File: config.mk
export PLATFORM = sky130hd
export DESIGN_NAME = datapath_md
export DESIGN_NICKNAME = d
export VERILOG_FILES = /design/src/rtl/datapath_md_pkg.sv /design/src/rtl/datapath_md_muldiv.sv /design/src/rtl/datapath_md.sv
export SDC_FILE = /design/constraint.sdc
export NUM_CORES = 1
export LEC_CHECK = 0
export BUFFER_PORTS_ARGS = -buffer_cell sky130_fd_sc_hd__buf_2
export CORE_ASPECT_RATIO = 1.1
export CORE_MARGIN = 5
export CORE_UTILIZATION = 40
export CTS_CLUSTER_SIZE = 20
export DETAILED_ROUTE_END_ITERATION = 10
export GPL_TIMING_DRIVEN = 0
export PLACE_DENSITY = 0.62
export SYNTH_ARGS = -nofsm -noshare
export SYNTH_HDL_FRONTEND = slang
export SYNTH_SLANG_ARGS = --single-unit
File: constraint.sdc
create_clock -name clk -period 8.46 [get_ports clk]
set_input_delay 1.269 -clock clk [delete_from_list [all_inputs] [get_ports clk]]
set_output_delay 1.269 -clock clk [all_outputs]
set_load 0.005 [all_outputs]
File: src/rtl/datapath_md_pkg.sv
// datapath_md_pkg
//   Shared encodings for the multicycle datapath and its iterative
//   multiply/divide unit. It holds the ALU operation codes, the mul/div
//   operation codes, the next-PC and write-back select encodings, the PSR
//   bit positions and the mul/div FSM state type.
package datapath_md_pkg;

    typedef enum logic [3:0] {
        ALU_ADD  = 4'd0,
        ALU_SUB  = 4'd1,
        ALU_AND  = 4'd2,
        ALU_OR   = 4'd3,
        ALU_XOR  = 4'd4,
        ALU_MOV  = 4'd5,
        ALU_LSH  = 4'd6,
        ALU_ASHR = 4'd7,
        ALU_CMP  = 4'd8,
        ALU_LUI  = 4'd9
    } aluOpE;

    typedef enum logic [1:0] {
        MD_MULU = 2'd0,
        MD_MULS = 2'd1,
        MD_DIVU = 2'd2,
        MD_REMU = 2'd3
    } mdOpE;

    typedef enum logic [1:0] {
        PC_INC  = 2'd0,
        PC_REL  = 2'd1,
        PC_REG  = 2'd2,
        PC_HOLD = 2'd3
    } pcSelE;

    typedef enum logic [1:0] {
        WB_RESULT = 2'd0,
        WB_MEM    = 2'd1,
        WB_LO     = 2'd2,
        WB_HI     = 2'd3
    } wbSelE;

    typedef enum logic [1:0] {
        MD_IDLE = 2'd0,
        MD_RUN  = 2'd1,
        MD_DONE = 2'd2
    } mdStateE;

    localparam int PSR_C = 0;
    localparam int PSR_L = 1;
    localparam int PSR_F = 2;
    localparam int PSR_Z = 6;
    localparam int PSR_N = 7;

endpackage

File: src/rtl/datapath_md_muldiv.sv
// muldiv_iter
//   Iterative multiply/divide unit: one shift-add (multiply) or one
//   restoring-subtract (divide/remainder) step per clock, WIDTH steps per
//   operation. Operands are captured when start is accepted in IDLE, so the
//   register file may change while the unit runs.
// Ports
//   clk, reset   clock, asynchronous active-high reset
//   start        request; honoured only in IDLE
//   op           MULU / MULS / DIVU / REMU
//   opA, opB     operands sampled on the accepting edge
//   busy         high throughout RUN
//   done         one-cycle completion pulse (DONE state)
//   div0         sticky divide-by-zero flag, cleared by the next start
//   hi, lo       result registers
module muldiv_iter
    import datapath_md_pkg::*;
#(
    parameter int WIDTH = 16
) (
    input  logic             clk,
    input  logic             reset,
    input  logic             start,
    input  logic [1:0]       op,
    input  logic [WIDTH-1:0] opA,
    input  logic [WIDTH-1:0] opB,
    output logic             busy,
    output logic             done,
    output logic             div0,
    output logic [WIDTH-1:0] hi,
    output logic [WIDTH-1:0] lo
);

    localparam int CNTW = $clog2(WIDTH + 1);

    mdStateE          state;
    mdStateE          stateNext;
    logic [CNTW-1:0]  count;
    mdOpE             opReg;
    logic             negReg;

    logic [WIDTH-1:0] divisor;
    logic [WIDTH-1:0] accHi;
    logic [WIDTH-1:0] accLo;

    mdOpE             opSel;
    logic             startDiv;
    logic             divZero;
    logic             aNeg;
    logic             bNeg;
    logic [WIDTH-1:0] aMag;
    logic [WIDTH-1:0] bMag;
    logic             accept;
    logic             lastStep;

    logic             runDiv;
    logic [WIDTH:0]   mulSum;
    logic [WIDTH:0]   divShift;
    logic             divFits;
    logic [WIDTH-1:0] stepHi;
    logic [WIDTH-1:0] stepLo;
    logic [2*WIDTH-1:0] prod;
    logic [2*WIDTH-1:0] prodNeg;
    logic [WIDTH-1:0] finalHi;
    logic [WIDTH-1:0] finalLo;

    // Operand preparation on the accepting edge. Signed multiply works on
    // magnitudes; the most negative value still fits as an unsigned magnitude.
    assign opSel    = mdOpE'(op);
    assign startDiv = (opSel == MD_DIVU) || (opSel == MD_REMU);
    assign divZero  = startDiv && (opB == '0);
    assign aNeg     = (opSel == MD_MULS) && opA[WIDTH-1];
    assign bNeg     = (opSel == MD_MULS) && opB[WIDTH-1];
    assign aMag     = aNeg ? ('0 - opA) : opA;
    assign bMag     = bNeg ? ('0 - opB) : opB;
    assign accept   = (state == MD_IDLE) && start;
    assign lastStep = (state == MD_RUN) && (count == CNTW'(1));

    // One iteration step. Multiply keeps the partial product in accHi and
    // shifts the multiplier out of accLo; divide shifts the dividend out of
    // accLo into the remainder in accHi and shifts quotient bits into accLo.
    always_comb begin
        runDiv   = (opReg == MD_DIVU) || (opReg == MD_REMU);
        mulSum   = {1'b0, accHi} + (accLo[0] ? {1'b0, divisor} : '0);
        divShift = {accHi, accLo[WIDTH-1]};
        divFits  = divShift >= {1'b0, divisor};
        if (runDiv) begin
            stepHi = divFits ? (divShift[WIDTH-1:0] - divisor) : divShift[WIDTH-1:0];
            stepLo = {accLo[WIDTH-2:0], divFits};
        end else begin
            stepHi = mulSum[WIDTH:1];
            stepLo = {mulSum[0], accLo[WIDTH-1:1]};
        end
    end

    always_comb begin
        prod    = {stepHi, stepLo};
        prodNeg = '0 - prod;
        finalHi = stepHi;
        finalLo = stepLo;
        case (opReg)
            MD_MULU: {finalHi, finalLo} = prod;
            MD_MULS: {finalHi, finalLo} = negReg ? prodNeg : prod;
            MD_DIVU: begin
                finalHi = stepHi;
                finalLo = stepLo;
            end
            MD_REMU: begin
                finalHi = stepLo;
                finalLo = stepHi;
            end
            default: {finalHi, finalLo} = prod;
        endcase
    end

    always_ff @(posedge clk or posedge reset) begin
        if (reset) begin
            state <= MD_IDLE;
        end else begin
            state <= stateNext;
        end
    end

    always_comb begin
        stateNext = state;
        busy      = 1'b0;
        done      = 1'b0;
        case (state)
            MD_IDLE: begin
                if (start) begin
                    stateNext = divZero ? MD_DONE : MD_RUN;
                end
            end
            MD_RUN: begin
                busy = 1'b1;
                if (count == CNTW'(1)) begin
                    stateNext = MD_DONE;
                end
            end
            MD_DONE: begin
                done      = 1'b1;
                stateNext = MD_IDLE;
            end
            default: stateNext = MD_IDLE;
        endcase
    end

    // Control and architecturally visible results. Reset mid-RUN clears
    // HI/LO and returns to IDLE, so no completion pulse follows.
    always_ff @(posedge clk or posedge reset) begin
        if (reset) begin
            count  <= '0;
            opReg  <= MD_MULU;
            negReg <= 1'b0;
            div0   <= 1'b0;
            hi     <= '0;
            lo     <= '0;
        end else if (accept) begin
            count  <= CNTW'(WIDTH);
            opReg  <= opSel;
            negReg <= aNeg ^ bNeg;
            div0   <= divZero;
            if (divZero) begin
                hi <= opA;
                lo <= '1;
            end
        end else if (state == MD_RUN) begin
            count <= count - CNTW'(1);
            if (lastStep) begin
                hi <= finalHi;
                lo <= finalLo;
            end
        end
    end

    // Working registers; their contents are meaningless outside RUN.
    always_ff @(posedge clk) begin
        if (accept) begin
            divisor <= bMag;
            accHi   <= '0;
            accLo   <= aMag;
        end else if (state == MD_RUN) begin
            accHi <= stepHi;
            accLo <= stepLo;
        end
    end

endmodule

File: src/rtl/datapath_md.sv
// datapath_md
//   Parametrised multicycle CPU datapath: PC, instruction register,
//   register file, ALU, result register, PSR and an iterative mul/div unit.
//   All enables and selects come from the external control FSM.
// Ports
//   clk, reset            clock, asynchronous active-high reset
//   memdata               memory read data (instruction fetch / load / reg write)
//   pc_en, pc_sel         PC load and next-PC source (inc, pc+sext imm8, regB, hold)
//   instr_en              load instruction register from memdata
//   reg_write, link_dest  register write, to LINK_REG instead of instr[11:8]
//   wb_sel                write-back source (result, memdata, md lo, md hi)
//   src_b_imm, zero_ext   ALU B operand select and imm8 extension
//   alu_op                ALU operation
//   res_en, res_link      result register load, capture pc+1 instead of ALU
//   psr_en                PSR load from ALU flags
//   addr_sel              address = pc (1) or regB (0)
//   md_start, md_op       mul/div start and operation
//   address, mem_wdata    memory address and store data (regA)
//   instr, psr            instruction register, {N,Z,0,0,0,F,L,C}
//   md_busy, md_done, md_div0  mul/div status
module datapath_md
    import datapath_md_pkg::*;
#(
    parameter int WIDTH    = 16,
    parameter int REGBITS  = 4,
    parameter int PC_RESET = 0,
    parameter int LINK_REG = (1 << REGBITS) - 1
) (
    input  logic             clk,
    input  logic             reset,
    input  logic [WIDTH-1:0] memdata,
    input  logic             pc_en,
    input  logic [1:0]       pc_sel,
    input  logic             instr_en,
    input  logic             reg_write,
    input  logic             link_dest,
    input  logic [1:0]       wb_sel,
    input  logic             src_b_imm,
    input  logic             zero_ext,
    input  logic [3:0]       alu_op,
    input  logic             res_en,
    input  logic             res_link,
    input  logic             psr_en,
    input  logic             addr_sel,
    input  logic             md_start,
    input  logic [1:0]       md_op,
    output logic [WIDTH-1:0] address,
    output logic [WIDTH-1:0] mem_wdata,
    output logic [15:0]      instr,
    output logic [7:0]       psr,
    output logic             md_busy,
    output logic             md_done,
    output logic             md_div0
);

    localparam int NREGS = 1 << REGBITS;
    localparam int SHW   = $clog2(WIDTH);

    logic [WIDTH-1:0]        pc;
    logic [WIDTH-1:0]        result;
    logic [WIDTH-1:0]        rf [NREGS];

    logic [REGBITS-1:0]      addrA;
    logic [REGBITS-1:0]      addrB;
    logic [REGBITS-1:0]      addrW;
    logic [WIDTH-1:0]        regA;
    logic [WIDTH-1:0]        regB;
    logic [WIDTH-1:0]        immSext;
    logic [WIDTH-1:0]        immExt;
    logic [WIDTH-1:0]        pcPlus1;
    logic [WIDTH-1:0]        pcNext;
    logic [WIDTH-1:0]        wbData;
    logic [WIDTH-1:0]        mdHi;
    logic [WIDTH-1:0]        mdLo;

    aluOpE                   aluOp;
    logic signed [WIDTH-1:0] aluA;
    logic signed [WIDTH-1:0] aluB;
    logic [SHW-1:0]          shamt;
    logic [WIDTH:0]          sum;
    logic [WIDTH:0]          diff;
    logic                    ltU;
    logic                    ltS;
    logic                    ovfAdd;
    logic                    ovfSub;
    logic [WIDTH-1:0]        aluResult;
    logic                    aluValid;
    logic                    isSubLike;
    logic                    cFlag;
    logic                    fFlag;
    logic [7:0]              aluFlags;

    // Register fields are the low REGBITS of the 4-bit instruction fields.
    assign addrA   = instr[8 +: REGBITS];
    assign addrB   = instr[0 +: REGBITS];
    assign addrW   = link_dest ? REGBITS'(LINK_REG) : addrA;
    assign regA    = rf[addrA];
    assign regB    = rf[addrB];

    assign immSext = {{(WIDTH-8){instr[7]}}, instr[7:0]};
    assign immExt  = zero_ext ? {{(WIDTH-8){1'b0}}, instr[7:0]} : immSext;
    assign pcPlus1 = pc + WIDTH'(1);

    assign address   = addr_sel ? pc : regB;
    assign mem_wdata = regA;

    always_comb begin
        pcNext = pc;
        case (pcSelE'(pc_sel))
            PC_INC:  pcNext = pcPlus1;
            PC_REL:  pcNext = pc + immSext;
            PC_REG:  pcNext = regB;
            PC_HOLD: pcNext = pc;
            default: pcNext = pc;
        endcase
    end

    always_comb begin
        wbData = result;
        case (wbSelE'(wb_sel))
            WB_RESULT: wbData = result;
            WB_MEM:    wbData = memdata;
            WB_LO:     wbData = mdLo;
            WB_HI:     wbData = mdHi;
            default:   wbData = result;
        endcase
    end

    // ALU operand and flag helpers
    assign aluOp  = aluOpE'(alu_op);
    assign aluA   = regA;
    assign aluB   = src_b_imm ? immExt : regB;
    assign shamt  = aluB[SHW-1:0];
    assign sum    = {1'b0, $unsigned(aluA)} + {1'b0, $unsigned(aluB)};
    assign diff   = {1'b0, $unsigned(aluA)} - {1'b0, $unsigned(aluB)};
    assign ltU    = $unsigned(aluA) < $unsigned(aluB);
    assign ltS    = aluA < aluB;
    assign ovfAdd = (aluA[WIDTH-1] == aluB[WIDTH-1]) && (sum[WIDTH-1] != aluA[WIDTH-1]);
    assign ovfSub = (aluA[WIDTH-1] != aluB[WIDTH-1]) && (diff[WIDTH-1] != aluA[WIDTH-1]);

    always_comb begin
        aluResult = '0;
        aluValid  = 1'b1;
        isSubLike = 1'b0;
        cFlag     = 1'b0;
        fFlag     = 1'b0;
        case (aluOp)
            ALU_ADD: begin
                aluResult = sum[WIDTH-1:0];
                cFlag     = sum[WIDTH];
                fFlag     = ovfAdd;
            end
            ALU_SUB, ALU_CMP: begin
                aluResult = diff[WIDTH-1:0];
                isSubLike = 1'b1;
                cFlag     = diff[WIDTH];
                fFlag     = ovfSub;
            end
            ALU_AND:  aluResult = aluA & aluB;
            ALU_OR:   aluResult = aluA | aluB;
            ALU_XOR:  aluResult = aluA ^ aluB;
            ALU_MOV:  aluResult = aluB;
            // A negative B shifts right (logical) by the low bits of B.
            ALU_LSH:  aluResult = aluB[WIDTH-1] ? ($unsigned(aluA) >> shamt)
                                                : ($unsigned(aluA) << shamt);
            ALU_ASHR: aluResult = aluA >>> shamt;
            ALU_LUI:  aluResult = $unsigned(aluB) << (WIDTH / 2);
            default:  aluValid  = 1'b0;
        endcase
    end

    // N is signed less-than for subtract/compare and the result sign for
    // every other operation; Z compares the operands directly on CMP.
    always_comb begin
        aluFlags = '0;
        if (aluValid) begin
            aluFlags[PSR_C] = cFlag;
            aluFlags[PSR_L] = ltU;
            aluFlags[PSR_F] = fFlag;
            aluFlags[PSR_Z] = (aluOp == ALU_CMP) ? (aluA == aluB) : (aluResult == '0);
            aluFlags[PSR_N] = isSubLike ? ltS : aluResult[WIDTH-1];
        end
    end

    always_ff @(posedge clk or posedge reset) begin
        if (reset) begin
            pc     <= WIDTH'(PC_RESET);
            instr  <= '0;
            result <= '0;
            psr    <= '0;
        end else begin
            if (pc_en) begin
                pc <= pcNext;
            end
            if (instr_en) begin
                instr <= memdata[15:0];
            end
            // A compare only updates flags, never the result register.
            if (res_en && (res_link || (aluOp != ALU_CMP))) begin
                result <= res_link ? pcPlus1 : aluResult;
            end
            if (psr_en) begin
                psr <= aluFlags;
            end
        end
    end

    // Register file: combinational read, so a same-cycle read of the
    // register being written still sees the old contents.
    always_ff @(posedge clk) begin
        if (reg_write) begin
            rf[addrW] <= wbData;
        end
    end

    muldiv_iter #(
        .WIDTH (WIDTH)
    ) uMulDiv (
        .clk   (clk),
        .reset (reset),
        .start (md_start),
        .op    (md_op),
        .opA   (regA),
        .opB   (regB),
        .busy  (md_busy),
        .done  (md_done),
        .div0  (md_div0),
        .hi    (mdHi),
        .lo    (mdLo)
    );

endmodule

* Yosys cells after proc, flatten, opt, wreduce, memory -nomap -nowiden
Memories as Yosys holds them, arrays and structs flattened. Cells that the tools add are included.
Storage, ports and cells: output and inout bits 59, memories kept 1, register bits 144, bits of input ports 39, RAM bits 256
Cells by class: order comparisons 3, add/subtract/negate cells 10, shift-type cells 3, reduce and logical (&&, ||, !) cells 26, equality and inequality tests 33, bitwise operators 5, multiplexer cells 46
Memory list:
- rf | depth 16, width 16, read ports 2, clocked after memory_dff 0, write ports 1, line datapath_md.sv:61 | logic [WIDTH-1:0] rf [NREGS];
Operators with widths (number):
- $mux 16 | 21
- $pmux 16 s3 | 3
- $pmux 16 s9 | 1
- $pmux 16 s4 | 1
- $logic_not 16->1 | 2
- $lt 16x16->1 | 2
- $mux 32 | 1
- $sub 1x16->16 const A | 2
- $sub 1x32->32 const A | 1
- $eq 2x2->1 const B | 9
- $add 16x16->17 | 1
- $add 16x17->17 | 1
- $ge 17x16->1 | 1
- $sub 16x16->17 | 1
- $add 16x1->16 const B | 1
- $add 16x16->16 | 1
- $and 16x16->16 | 1
- $eq 16x16->1 | 1
- $eq 4x3->1 const B | 4
- $or 16x16->16 | 1
- $shl 16x4->16 | 1
- $shr 16x4->16 | 1
- $sshr 16x4->16 | 1
- $sub 16x16->16 | 1
- 30 further kinds | 66

* Depth between registers and ports, before layout
depth in word-level cells 9, depth in mapped cells 22, depth with buffers taken out 18

* Hierarchy
From an unflattened synthesis, not the netlist that was laid out.
Second synthesis, totals: cell total of the unflattened synthesis 2613, area total of the unflattened synthesis 27910.5 µm²
Modules (own cells, without submodules):
- datapath_md | area an instance 20043.0 µm², cells an instance 1644, instances 1, seq. area each 9013.6 µm²
- muldiv_iter | area an instance 7867.5 µm², cells an instance 969, instances 1, seq. area each 2357.3 µm²

* Worst setup path before layout
No wires, ideal clock.
path type input port to flip-flop, start point input src_b_imm, end point register psr[6], stages 19, required time 8368 ps, data arrival time 5571 ps, library setup time 92 ps, setup slack 2797 ps, path through clkbuf_1 > inv_1 > clkbuf_1 > a221o_1 > buf_2 > buf_4 > buf_2 > ha_1 > o21a_1 > o21ai_0 > nand2_1 > a221oi_1 > nand2_1 > a221oi_1 > o221ai_1 > o21bai_1 > or4_1 > or4_1 > o31ai_2
Between the ends: longest elaborated chain between the ends 7, elaborated cells between the ends (all ways) 15
RTL lines:
- from (decl) | line datapath_md.sv:38 | input logic src_b_imm,
- $mux 16 (*) | line datapath_md.sv:132 | assign aluB = src_b_imm ? immExt : regB;
- branches (longest 4 deep; another with $sub 16x16->17)
- $mux 1 (*) | line datapath_md.sv:180 | aluFlags[PSR_Z] = (aluOp == ALU_CMP) ? (aluA == aluB) : (aluResult == '0);
- $mux 2 (*) | line datapath_md.sv:176 | if (aluValid) begin
- to (signal assigned) | line datapath_md.sv:203 | psr <= aluFlags;
- to (decl) | line datapath_md.sv:50 | output logic [7:0] psr,
Mark *: on every way between the ends. A chain may end at the register's enable or synchronous reset.

* Worst setup path in the final report
start point register instr[1], end point register psr[6]
Between the ends: longest elaborated chain between the ends 8, elaborated cells between the ends (all ways) 17
RTL lines:
- from (decl) | line datapath_md.sv:49 | output logic [15:0] instr,
- from (signal assigned) | line datapath_md.sv:196 | instr <= memdata[15:0];
- $mem_v2 16x16 or $mux 16 (tied branches)
- $mux 16 (*) | line datapath_md.sv:132
- branches (longest 4 deep; another with $sub 16x16->17)
- $mux 1 (*) | line datapath_md.sv:180
- $mux 2 (*) | line datapath_md.sv:176
Marked as above.

==> metrics <==
overall die height 285 um; CTS root buf clkbuf_16; Tmin final 8360 ps; flops & latches, synth 400; synth cell count leaders edfxtp_1 (288), nor2_1 (200), nand2_1 (193), o21ai_0 (163), a21oi_1 (158); final setup violation count 0; DRT iter0 DRCs 2,768; DRT Pass-1 Iters 5; crit-path max FO 10; RSZ-0062 raised after global routing false; total power 9.80 mW; CORE AREA slightly below 0.07 mm^2; gate count of the mapped netlist between 2,000 and 3,000; Critical Path End Type flip-flop; post-route ant nets 0; pin count of the biggest net entering global routing 65; CP max stage delay 890 ps; Worst Setup SP instr[1]$_DFFE_PP0P_; Critical Path End psr[6]$_DFFE_PP0P_; die area 0.0743 mm^2; Port Buffer Count 89; WP buf/inv 4; crit-path cells buf_2, buf_2, buf_1, mux4_2, mux4_2, a21boi_0, ha_1, clkbuf_1, nand2_1, o311ai_0, a31oi_1, a221oi_1, o32ai_1, a311oi_1, nand4_1, or4_1, o31ai_2; Crit Path Class reg2reg; Setup WS pre-CTS 398 ps; clk buf depth 3; Synth area leaders edfxtp_1 (31%), mux4_2 (13%), dfrtp_1 (8.7%), ha_1 (4.8%), mux2i_1 (3.2%); Post-Layout Cell Count 3,676; first-pass GRT wire length 162,000 um; cell family with most CP delay compound AO/OA/AOI/OAI gates; CP Data Arrival Time about 8900 ps; Clk pin slew, worst setup/hold paths 60 ps; All-Layer GR Usage 0.295; FF-to-FF setup slack ~100 ps; slew margin rel. 0.102; yosys warns 0; H-Tree Depth 2; cts bufs inserted 45; Synth Cell Area around 0.028 mm^2; post-synth cell types between 90 and 100; Yosys top cell area share 0.314; chip width roughly 260 um; CTS tree built; Worst Skew 19.2 ps; Mean Syn Cell Area 10.8 um^2; final worst setup slack 99.0 ps; fmax 0.120 GHz; share of layout cells above drive strength 1 0.180; post-synth top area cell edfxtp_1; Hold Fails Final Rpt 0; fin nets 2,858; area occupied by multi-input gates between 0.015 and 0.02 mm^2; Gates resized, CTS repair 0; Skew-Pair Late Insertion Delay 600 ps; initial antenna violation count 10; Crit. path cell count 17; sequential area share after synthesis 0.413; hold buffer count at CTS 0; TNS Setup 0 ps; peak supply drop 0.000210 V; Starting Density 0.402; Design Area, Final between 0.03 and 0.04 mm^2; crit share post-route 0.988; area delta synth->final 13.3%; detailed-route DRC error count 0; worst slew pin tran 1340 ps; Overflow after GRT 0; final WL 113,000 um; Required @ worst endpoint 8960 ps; Rows between 100 and 150; Placed Area 0.0297 mm^2; RD Place Congestion between 1 and 1.5; count leader, synth edfxtp_1; clk sink count 400; pwr dens 314 mW/mm^2; outcome complete, no violations; vias per cell 6.57; Max Transition Viols Final 0; Worst Reg-to-Reg Cells 17; DP HPWL 85,700 um; Storage cell area roughly 0.011 mm^2; Layout Utilization 0.455; vias 24,157; WL/cell 30.9 um; Synth Flop Type edfxtp_1; hold crit path type reg2reg; worst r2r src instr[1]$_DFFE_PP0P_; MaxCap Viol Count 0; Placed Instances 3,590; worst hold margin 467 ps; CP max stage cell a21boi_0; Post-synth EDFFs about 290; Critical Path Source Type flip-flop; # fillers 6,393; # IOs 98; number of global-route vias before repair 23,408; reg2reg end psr[6]$_DFFE_PP0P_; Leakage 11.5 nW; postcts setup bufs 0; async set-reset flop share out of synthesis 0.240
cell usage in the layout, fill, tap and decap left out, types with 96 or more instances in the layout:
cell      instances
a21oi_1         158
buf_2           117
mux4_2          156
nand2_1         193
dfrtp_1          96
clkbuf_1        107
inv_1           106
nor2_1          185
ha_1            105
o21ai_0         163
edfxtp_1        288
worst min-delay path by stage:
stage               slack [ps]  cells after the start                         to                      start
CTS                        480                      2   uMulDiv.div0$_DFFE_PP0P_   uMulDiv.div0$_DFFE_PP0P_
detailed placement         460                      2   uMulDiv.div0$_DFFE_PP0P_   uMulDiv.div0$_DFFE_PP0P_
finish                     470                      2   uMulDiv.div0$_DFFE_PP0P_   uMulDiv.div0$_DFFE_PP0P_
global placement           460                      2      result[2]$_DFFE_PP0P_      result[2]$_DFFE_PP0P_
global route               510                      2      result[1]$_DFFE_PP0P_      result[1]$_DFFE_PP0P_
floorplan                  430                      2  uMulDiv.lo[8]$_DFFE_PP0P_  uMulDiv.lo[8]$_DFFE_PP0P_
state kept, by name, summed over array words and instances (netlist names):
register and count:
uMulDiv.state 2, uMulDiv.divisor 16, uMulDiv.accHi 16, uMulDiv.negReg 1, psr 5, uMulDiv.accLo 16
rf 256, pc 16, result 16, instr 16, uMulDiv.hi 16, uMulDiv.div0 1
uMulDiv.lo 16, uMulDiv.opReg 2, uMulDiv.count 5
cells by family after synthesis:
family          after synthesis  synth area share
other cells                   1          0.000136
compound gates              722             0.176
mux                         287             0.178
simple gates                664             0.113
flops                       400             0.413
fa+ha+maj                   110            0.0509
xor+xnor                     84            0.0267
buf+inv                     279            0.0434
worst reg2reg max path: stages, from the launching register on:
cell	delay, ps
dfrtp_1	590
buf_2	400
buf_2	380
buf_1	590
mux4_2	430
mux4_2	680
a21boi_0	890
ha_1	250
clkbuf_1	350
nand2_1	90
o311ai_0	630
a31oi_1	360
a221oi_1	600
o32ai_1	180
a311oi_1	710
nand4_1	260
or4_1	660
o31ai_2	200
report_power, final:
part           leakage, nW  total [mW]  internal, mW  switching [mW]
logic                 6.91        4.92          1.66            3.26
registers             3.90        2.88          2.56           0.318
clock network        0.728        2.00          1.15           0.850
routing by layer:
layer,part of all wire,track usage,up-vias,wire (um)
met3,0.10,0.0644,357,11700
met5,0.00035,0,-,40
met1,0.37,0.379,12027,42100
li1,-,-,10214,-
met4,0.064,0.149,6,7280
met2,0.46,0.472,1553,52300
final cells by class:
class	instances	share of cell area
diodes	4	0.000321
flip-flops and latches	400	0.364
well taps	927	0.0371
clock inverters	27	0.00914
repair buffers	114	0.0283
inverters	114	0.0139
plain buffers	165	0.0246
clock buffers	55	0.0386
multi-input cells	1870	0.484
Power figures use the tool's default switching activity.
